[src/rtl/p_i_cache_line_fetch_if.sv]
// Bus bundle for the I-cache line-fill engine: cache-side line request/response
// and memory-side 4-beat burst read.
interface p_i_cache_line_fetch_if #(
   parameter int ADDR_WIDTH = 32
);
   logic                  pmem_read;
   logic [ADDR_WIDTH-1:0] pmem_address;
   logic [255:0]          pmem_rdata;
   logic                  pmem_resp;
   logic                  burst_read;
   logic [ADDR_WIDTH-1:0] burst_address;
   logic [63:0]           burst_rdata;
   logic                  burst_resp;

   // slave: the fill engine itself
   modport slave (
      input  pmem_read, pmem_address, burst_rdata, burst_resp,
      output pmem_rdata, pmem_resp, burst_read, burst_address
   );

   // master: the I-cache and physical memory around it
   modport master (
      output pmem_read, pmem_address, burst_rdata, burst_resp,
      input  pmem_rdata, pmem_resp, burst_read, burst_address
   );
endinterface

[src/rtl/p_i_cache_line_fetch.sv]
// I-cache line-fill engine: turns a single-line request into a 4-beat 64-bit
// burst and keeps a one-entry next-line prefetch buffer for sequential fetch.
module p_i_cache_line_fetch #(
   parameter bit PREFETCH_EN = 1'b1,
   parameter int ADDR_WIDTH  = 32
) (
   input  logic                  clk,
   input  logic                  rst,
   p_i_cache_line_fetch_if.slave bus
);
   localparam logic [2:0] S_IDLE    = 3'd0;
   localparam logic [2:0] S_FILL_D  = 3'd1;
   localparam logic [2:0] S_RESP_D  = 3'd2;
   localparam logic [2:0] S_FILL_P  = 3'd3;
   localparam logic [2:0] S_RESP_PF = 3'd4;

   localparam logic [ADDR_WIDTH-1:0] LINE_BYTES = ADDR_WIDTH'(32);

   logic [2:0]            r_state;
   logic [2:0]            w_state_nxt;
   logic [1:0]            r_beat_cnt;
   logic [ADDR_WIDTH-1:0] r_burst_address;
   logic [ADDR_WIDTH-1:0] r_pf_addr;
   logic                  r_pf_valid;
   logic                  r_pf_pending;
   logic [191:0]          r_line_buf;
   logic [255:0]          r_pf_buf;
   logic [255:0]          r_pmem_rdata;
   logic                  r_pmem_resp;

   logic [ADDR_WIDTH-1:0] w_req_line;
   logic                  w_addr_unused;
   logic                  w_filling;
   logic                  w_beat;
   logic                  w_last_beat;
   logic                  w_pf_hit;
   logic                  w_start_demand;
   logic                  w_start_prefetch;

   assign w_req_line    = {bus.pmem_address[ADDR_WIDTH-1:5], 5'b0};
   assign w_addr_unused = ^bus.pmem_address[4:0];

   // Beats outside a fill are dropped here, so stray burst_resp cannot corrupt state.
   assign w_filling   = (r_state == S_FILL_D) || (r_state == S_FILL_P);
   assign w_beat      = w_filling && bus.burst_resp;
   assign w_last_beat = w_beat && (r_beat_cnt == 2'd3);

   // pf_addr is always line aligned, so a full-width compare is a line compare.
   assign w_pf_hit         = bus.pmem_read && r_pf_valid && (w_req_line == r_pf_addr);
   assign w_start_demand   = (r_state == S_IDLE) && !w_pf_hit && bus.pmem_read;
   assign w_start_prefetch = (r_state == S_IDLE) && !bus.pmem_read && r_pf_pending;

   always_comb begin
      w_state_nxt = r_state;
      case (r_state)
         S_IDLE: begin
            if (w_pf_hit)
               w_state_nxt = S_RESP_PF;
            else if (bus.pmem_read)
               w_state_nxt = S_FILL_D;
            else if (r_pf_pending)
               w_state_nxt = S_FILL_P;
         end
         S_FILL_D: begin
            if (w_last_beat)
               w_state_nxt = S_RESP_D;
         end
         S_FILL_P: begin
            if (w_last_beat)
               w_state_nxt = S_IDLE;
         end
         S_RESP_D:  w_state_nxt = S_IDLE;
         S_RESP_PF: w_state_nxt = S_IDLE;
         default:   w_state_nxt = S_IDLE;
      endcase
   end

   always_ff @(posedge clk or posedge rst) begin
      if (rst)
         r_state <= S_IDLE;
      else
         r_state <= w_state_nxt;
   end

   always_ff @(posedge clk or posedge rst) begin
      if (rst) begin
         r_burst_address <= '0;
         r_beat_cnt      <= 2'd0;
      end else if (w_start_demand) begin
         r_burst_address <= w_req_line;
         r_beat_cnt      <= 2'd0;
      end else if (w_start_prefetch) begin
         r_burst_address <= r_pf_addr;
         r_beat_cnt      <= 2'd0;
      end else if (w_beat) begin
         r_beat_cnt      <= r_beat_cnt + 2'd1;
      end
   end

   // The 4th demand beat bypasses line_buf straight into pmem_rdata.
   always_ff @(posedge clk or posedge rst) begin
      if (rst) begin
         r_line_buf <= '0;
         r_pf_buf   <= '0;
      end else if (w_beat) begin
         if (r_state == S_FILL_D) begin
            case (r_beat_cnt)
               2'd0:    r_line_buf[63:0]    <= bus.burst_rdata;
               2'd1:    r_line_buf[127:64]  <= bus.burst_rdata;
               2'd2:    r_line_buf[191:128] <= bus.burst_rdata;
               default: ;
            endcase
         end else begin
            r_pf_buf[{r_beat_cnt, 6'b0} +: 64] <= bus.burst_rdata;
         end
      end
   end

   // Response registers load on entry to RESP_D / RESP_PF so the pulse lines up with that state.
   always_ff @(posedge clk or posedge rst) begin
      if (rst) begin
         r_pmem_resp  <= 1'b0;
         r_pmem_rdata <= '0;
      end else begin
         r_pmem_resp <= 1'b0;
         if ((r_state == S_FILL_D) && w_last_beat) begin
            r_pmem_resp  <= 1'b1;
            r_pmem_rdata <= {bus.burst_rdata, r_line_buf};
         end else if ((r_state == S_IDLE) && w_pf_hit) begin
            r_pmem_resp  <= 1'b1;
            r_pmem_rdata <= r_pf_buf;
         end
      end
   end

   always_ff @(posedge clk or posedge rst) begin
      if (rst) begin
         r_pf_addr    <= '0;
         r_pf_valid   <= 1'b0;
         r_pf_pending <= 1'b0;
      end else begin
         case (r_state)
            S_RESP_D: begin
               r_pf_addr    <= r_burst_address + LINE_BYTES;
               r_pf_valid   <= 1'b0;
               r_pf_pending <= PREFETCH_EN;
            end
            S_RESP_PF: begin
               r_pf_addr    <= r_pf_addr + LINE_BYTES;
               r_pf_valid   <= 1'b0;
               r_pf_pending <= PREFETCH_EN;
            end
            S_FILL_P: begin
               if (w_last_beat) begin
                  r_pf_valid   <= 1'b1;
                  r_pf_pending <= 1'b0;
               end
            end
            default: ;
         endcase
      end
   end

   assign bus.burst_read    = w_filling;
   assign bus.burst_address = r_burst_address;
   assign bus.pmem_resp     = r_pmem_resp;
   assign bus.pmem_rdata    = r_pmem_rdata;

endmodule

[src/flat_wrapper.sv]
// flat-port wrapper written by rule: the top's interface ports become plain ports
module p_i_cache_line_fetch_flat 
#(
   parameter bit PREFETCH_EN = 1'b1,
   parameter int ADDR_WIDTH  = 32
)
  (clk, rst, bus_pmem_read, bus_pmem_address, bus_burst_rdata, bus_burst_resp, bus_pmem_rdata, bus_pmem_resp, bus_burst_read, bus_burst_address);
  p_i_cache_line_fetch_if #(.ADDR_WIDTH(ADDR_WIDTH)) bus_i ();
  input  logic clk;
  input  logic rst;
  input wire logic [$bits(bus_i.pmem_read)-1:0] bus_pmem_read;
  input wire logic [$bits(bus_i.pmem_address)-1:0] bus_pmem_address;
  input wire logic [$bits(bus_i.burst_rdata)-1:0] bus_burst_rdata;
  input wire logic [$bits(bus_i.burst_resp)-1:0] bus_burst_resp;
  output wire logic [$bits(bus_i.pmem_rdata)-1:0] bus_pmem_rdata;
  output wire logic [$bits(bus_i.pmem_resp)-1:0] bus_pmem_resp;
  output wire logic [$bits(bus_i.burst_read)-1:0] bus_burst_read;
  output wire logic [$bits(bus_i.burst_address)-1:0] bus_burst_address;
  assign bus_i.pmem_read = bus_pmem_read;
  assign bus_i.pmem_address = bus_pmem_address;
  assign bus_i.burst_rdata = bus_burst_rdata;
  assign bus_i.burst_resp = bus_burst_resp;
  assign bus_pmem_rdata = bus_i.pmem_rdata;
  assign bus_pmem_resp = bus_i.pmem_resp;
  assign bus_burst_read = bus_i.burst_read;
  assign bus_burst_address = bus_i.burst_address;
  p_i_cache_line_fetch #(.PREFETCH_EN(PREFETCH_EN), .ADDR_WIDTH(ADDR_WIDTH)) u_core (.clk(clk), .rst(rst), .bus(bus_i));
endmodule
[config.mk]
export PLATFORM = sky130hd
export DESIGN_NAME = p_i_cache_line_fetch_flat
export DESIGN_NICKNAME = d
export VERILOG_FILES = /design/src/rtl/p_i_cache_line_fetch_if.sv /design/src/rtl/p_i_cache_line_fetch.sv /design/src/flat_wrapper.sv
export SDC_FILE = /design/constraint.sdc
export NUM_CORES = 2
export LEC_CHECK = 0
export CAP_MARGIN = 20
export CORE_AREA = 10 10 351 353
export DETAILED_ROUTE_END_ITERATION = 16
export DIE_AREA = 0 0 361 363
export SLEW_MARGIN = 20
export SYNTH_ARGS = -nofsm -noshare
export SYNTH_HDL_FRONTEND = slang
export SYNTH_SLANG_ARGS = --single-unit
export TNS_END_PERCENT = 1
[constraint.sdc]
create_clock -name clk -period 34.7 [get_ports clk]
set_input_delay 5.205 -clock clk [delete_from_list [all_inputs] [get_ports clk]]
set_output_delay 5.205 -clock clk [all_outputs]
set_load 0.02 [all_outputs]
== Yosys cells after proc, flatten, opt, wreduce, memory -nomap -nowiden ==
Index checks and enable logic that the tools add are counted.
Storage, ports and cells
  bits in registers: 776
  input bits: 100
  output and inout bits: 290
  logic and storage cells: 78
Cells by class
  add/subtract/negate cells: 4
  equal/unequal tests: 11
  shifts and indexed selects: 2
  multiplexer cells: 21
  bitwise operators: 1
  reductions and logical operators: 27
Operators by type and width (number)
  two-way mux 256 bit: 2
  bitwise mux 256 bit: 1
  variable shift 64 x 10 -> 256 bit, first input constant: 1
  variable part select 64 x 10 -> 256 bit: 1
  adder 32 x 6 -> 32 bit, second input constant: 2
  two-way mux 32 bit: 2
  case mux 32 bit (2 select lines): 1
  equality test 32 bit: 1
  two-way mux 3 bit: 5
  AND reduction 3 bit: 4
  logical AND 1 bit: 10
  negation 8 -> 10 bit: 1
  case mux 3 bit (3 select lines): 1
  nonzero test 2 bit: 4
  equality test 3 x 2 -> 1 bit, second input constant: 2
  two-way mux 2 bit: 3
  equality test 2 bit, second input constant: 2
  two-way mux 1 bit: 4
  != test 2 x 1 -> 1 bit, second input constant: 2
  != test 4 x 2 -> 1 bit, second input constant: 1
  case mux 1 bit (2 select lines): 2
  AND reduction 2 bit: 2
  equality test 3 x 1 -> 1 bit, second input constant: 1
  equality test 3 bit, second input constant: 1
  9 further kinds: 10

== Longest topological paths before layout ==
  depth after elaboration: 6
  depth in mapped cells: 16
  depth with buffers taken out: 10

== Worst setup path after synthesis ==
Ideal clock, no wire load.
  path kind: input -> register
  start point: input port bus_pmem_address[20]
  end point: register u_core.r_pmem_rdata[10], in the netlist u_core.bus.pmem_rdata[10]
  setup time: 135 ps
  arrival: 6594 ps
  required time: 34565 ps
  path slack: 27972 ps
  stages: 9
  path buffers: 3
  cells stage by stage: xnor2_1 nand4_1 nor4_1 nand3_1 clkbuf_1 buf_4 buf_2 mux2i_1 o21ai_0
On the way
  cells in the longest elaborated chain, start to end: 4
RTL lines
  from (decl): line flat_wrapper.sv:12  | input wire logic [$bits(bus_i.pmem_address)-1:0] bus_pmem_address;
  equality test 32 bit: line p_i_cache_line_fetch.sv:49  | assign w_pf_hit = bus.pmem_read && r_pf_valid && (w_req_line == r_pf_addr);
  logical AND 1 bit: line p_i_cache_line_fetch.sv:49
  logical AND 1 bit: line p_i_cache_line_fetch.sv:129  | end else if ((r_state == S_IDLE) && w_pf_hit) begin
  nonzero test 2 bit (no source line)
  to (signal assigned): line p_i_cache_line_fetch.sv:128  | r_pmem_rdata <= {bus.burst_rdata, r_line_buf};
  to (signal assigned): line p_i_cache_line_fetch.sv:131  | r_pmem_rdata <= r_pf_buf;
  to (decl): line p_i_cache_line_fetch.sv:28  | logic [255:0] r_pmem_rdata;
No other way between the ends.
A chain may end at the register's enable or synchronous reset.

== Worst setup path in the final report ==
  start point: input port bus_pmem_address[18]
  end point: register u_core.r_pmem_rdata[39], in the netlist u_core.bus.pmem_rdata[39]
Same word-level chain as after synthesis.

==> reports/qor.yml <==
pwr:
  clockPowerShare: 0.248
  power_frac_seq: 0.407
  p_switching_w: 0.00141
  vdd_ir_drop_max_v: 0.0000464
  p_per_area_nw_per_um2: 92.4
  p_comb_frac: 0.344
  leakage_nw: 19.0
  p_sw_frac: 0.366
  power.internal_w: 0.00244
logic_synthesis:
  synth_top_area_share: 0.580
  synth_cell_types: 60
  ys_top_cells_by_area: "dfrtp_1 58%, nand2_1 9.2%, mux2i_1 8.2%, mux2_2 6.6%, o21ai_0 6.5%"
  synth-compound-area-share: 0.112
  syn_inst: 3201
  synth-simple-area-share: 0.120
  yosys.area_share.adder: 0.00224
  synthTopCellsByCount: "824 x nand2_1, 776 x dfrtp_1, 437 x o21ai_0, 274 x mux2i_1, 196 x mux2_2"
  synth_top_family_by_area: "multiplexers"
  avgSynthCellArea_um2: 10.5
  synth_nets: 3307
  synth_warnings: 0
  synth_seq_area_share: 0.580
  synth.most_common_cell: "nand2_1"
  synthArstFlopShare: 1.00
  synth_top_cell_by_area: "dfrtp_1"
  synthXorXnorAreaFrac: 0.00732
  ys_seq_elements: 776
  synth.area.mux_share: 0.148
  syn-cell-area_um2: 33500
  synthFlopType: "dfrtp_1"
  synth_edf_count: 0
timing:
  skew_ns: 0.0288
  final-hold-violation-count: 0
  holdWs_ns: 0.447
  period_share: 0.260
  finalCriticalPeriod_ns: 9.02
  setup_viol: 0
  slew_violations: 0
  maxSlewHeadroom: 0.268
  timing.fmax_mhz: 111
  finalSetupTns_ns: 0
  rsz0062_at_grt: "no"
  worstMarginPinSlew_ns: 1.10
global_routing:
  grtUsageTotal: 0.153
  antenna_found_initial: 2
  grt_max_degree: 187
  grt_pass1_wl_um: 158000
  overflow: 0
  grt_pass1_vias: 24200
critical_path:
  end_kind: "flop"
  r2r_start: "u_core.r_pf_addr[24]"
  worst-r2r-cell-count: 8
  critPathLaunchType: "input pin"
  r2r-end: "u_core.bus.pmem_rdata[39]"
  worstPathArrival_ns: 9.60
  critPathKind: "in2reg"
  r2r_setup_slack_ns: 30.19
  crit_required_ns: 35.27
  critPathMaxFanout: 105
final_layout:
  final_layout_size_suffix_gt1_frac: 0.114
  area_delta_synth_final_pct: 24.3
  fin_nets: 3582
  fillerInstances: 11500
  diodes: 0
cts:
  ctsHoldBuffers: 0
  cts_tree: "built"
  post-cts-setup-buffer-count: 0
  cts_buffers: 90
  htreeDepth: 3
  clkLatencyLatePin_ns: 0.67
  root_buffer: "clkbuf_16"
  clock_sinks: 776
  clockBufferDepth: 3
  cts_resized: 0
  clk_pin_slew_worst_paths_ns: 0.06
place:
  io_buffers: 384
  globalplace.congestion: 0.804
  hpwl_um: 63900
routing:
  drc_errors: 0
  viasPerCell: 4.80
  ant_nets: 0
  first_pass_iters: 5
  routed_wl_um: 103000
  drt-initial-drc-count: 1803
  vias: 24300
  post_drt_wl_per_cell_um: 20.3
floorplan:
  fp-row-count: 125
  core_region_area_um2: 116000
  die_w_um: 361
  die_h_um: 363
  initial_utilization: 0.289
  dieArea_um2: 131000
  io-pin-count: 390
min_path:
  holdPathEnd: "u_core.bus.pmem_rdata[150]"
  hold_depth: 2
  hp-class: "reg2reg"
  hp-start: "u_core.r_line_buf[150]"
status:
  outcome: "finished, final reports clean"
run:
  maxCapViolations: 0
[worst max-delay path by stage]
stage | start | endpoint | slack [ns]
final | bus_pmem_address[18] | u_core.bus.pmem_rdata[39] | 25.68
after global routing | bus_pmem_address[24] | u_core.bus.pmem_rdata[225] | 25.48
after CTS | bus_pmem_address[18] | u_core.bus.pmem_rdata[225] | 25.76
after detailed placement | bus_pmem_address[18] | u_core.bus.pmem_rdata[227] | 25.06
after global placement | bus_pmem_address[18] | u_core.bus.pmem_rdata[38] | 25.08
after floorplan | rst | u_core.bus.burst_address[0] | 7.71
[registers in the layout, summed over array words and instances (netlist names), 2 cells and up]
register                  count
u_core.bus.burst_address     32
u_core.r_pf_addr             32
u_core.bus.pmem_rdata       256
u_core.r_state                3
u_core.r_pf_buf             256
u_core.r_line_buf           192
u_core.r_beat_cnt             2
[layer usage]
layer	vias to the layer above	global-route usage	wire length, µm
li1	11500	-	-
met1	12100	0.202	45600
met5	-	0	0
met2	586	0.241	47300
met4	0	0.0455	2390
met3	132	0.0462	7570
[power by group through the flow]
| stage | clock, W | combinational [W] | sequential [W] |
|---|---|---|---|
| 2_1_floorplan | 0 | 0.000608 | 0.00167 |
| 3_3_place_gp | 0 | 0.00132 | 0.00157 |
| 3_5_place_dp | 0 | 0.00135 | 0.00158 |
| 4_1_cts | 0.000983 | 0.00135 | 0.00157 |
| 5_1_grt | 0.00102 | 0.00146 | 0.00162 |
| 6_report | 0.000955 | 0.00133 | 0.00157 |
[cells in the final DEF, fill, tap and decap left out, types with 4 or more instances in the layout]
cell type,instances
a22o_1,27
nor3_1,22
a211oi_1,11
clkdlybuf4s50_1,384
nor4_1,7
o221a_2,4
dfrtp_1,776
clkbuf_8,19
mux2_2,196
a2111oi_0,4
nand2b_1,5
o21ai_0,437
inv_6,5
o21ai_1,90
and3_1,11
ha_1,6
a31oi_1,7
buf_4,33
clkinv_2,13
a21o_1,27
nand2_1,817
clkbuf_1,20
nand4_1,25
mux2i_1,274
bufinv_16,5
clkbuf_16,90
a21oi_1,37
nand2_4,7
o22ai_1,4
xnor2_1,28
inv_1,8
o31ai_1,4
nor2_1,62
nand3_1,16
[cells by family (layout without fill, tap and decap cells)]
kind of cell / count (synthesis) / after routing
AND/OR/NAND/NOR: 995 / 995
flip-flops: 776 / 776
AO/OA/AOI/OAI: 677 / 677
multiplexers: 471 / 471
buffers and inverters: 248 / 592
XOR/XNOR: 28 / 28
adder cells (fa/ha/maj): 6 / 6
[worst max-delay path, cell delays in order]
cell and delay, ns:
clkdlybuf4s50_1 0.47, xnor2_1 0.31, nand4_1 0.20, nor4_1 0.59, nand3_4 0.90, buf_12 0.57
buf_4 0.63, mux2i_1 0.22, o21ai_0 0.25
[per-stage QoR]
step / total power [W] / area, µm² / utilization / worst slack (ns) / std cells
CTS: 0.00390 / 41600 / 0.359 / 25.76 / 5068
floorplan: 0.00228 / 33500 / - / 7.71 / 3201
finish: 0.00385 / 41700 / 0.359 / 25.68 / 5069
detailed placement: 0.00293 / 38700 / 0.334 / 25.06 / 4907
global route: 0.00410 / 41700 / 0.359 / 25.48 / 5069
global placement: 0.00289 / 38700 / 0.334 / 25.08 / 4907
[area by class of cell]
type                            instances  area [µm²]  share of cell area
Sequential cell                       776       19400               0.466
Clock inverter                         32         364             0.00874
Multi-Input combinational cell       2177       13200               0.316
Clock buffer                          129        2590              0.0621
Inverter                                9        41.3            0.000991
Timing Repair Buffer                  422        4190               0.101
Tap cell                             1524        1910              0.0458
Power figures use the tool's default switching activity.
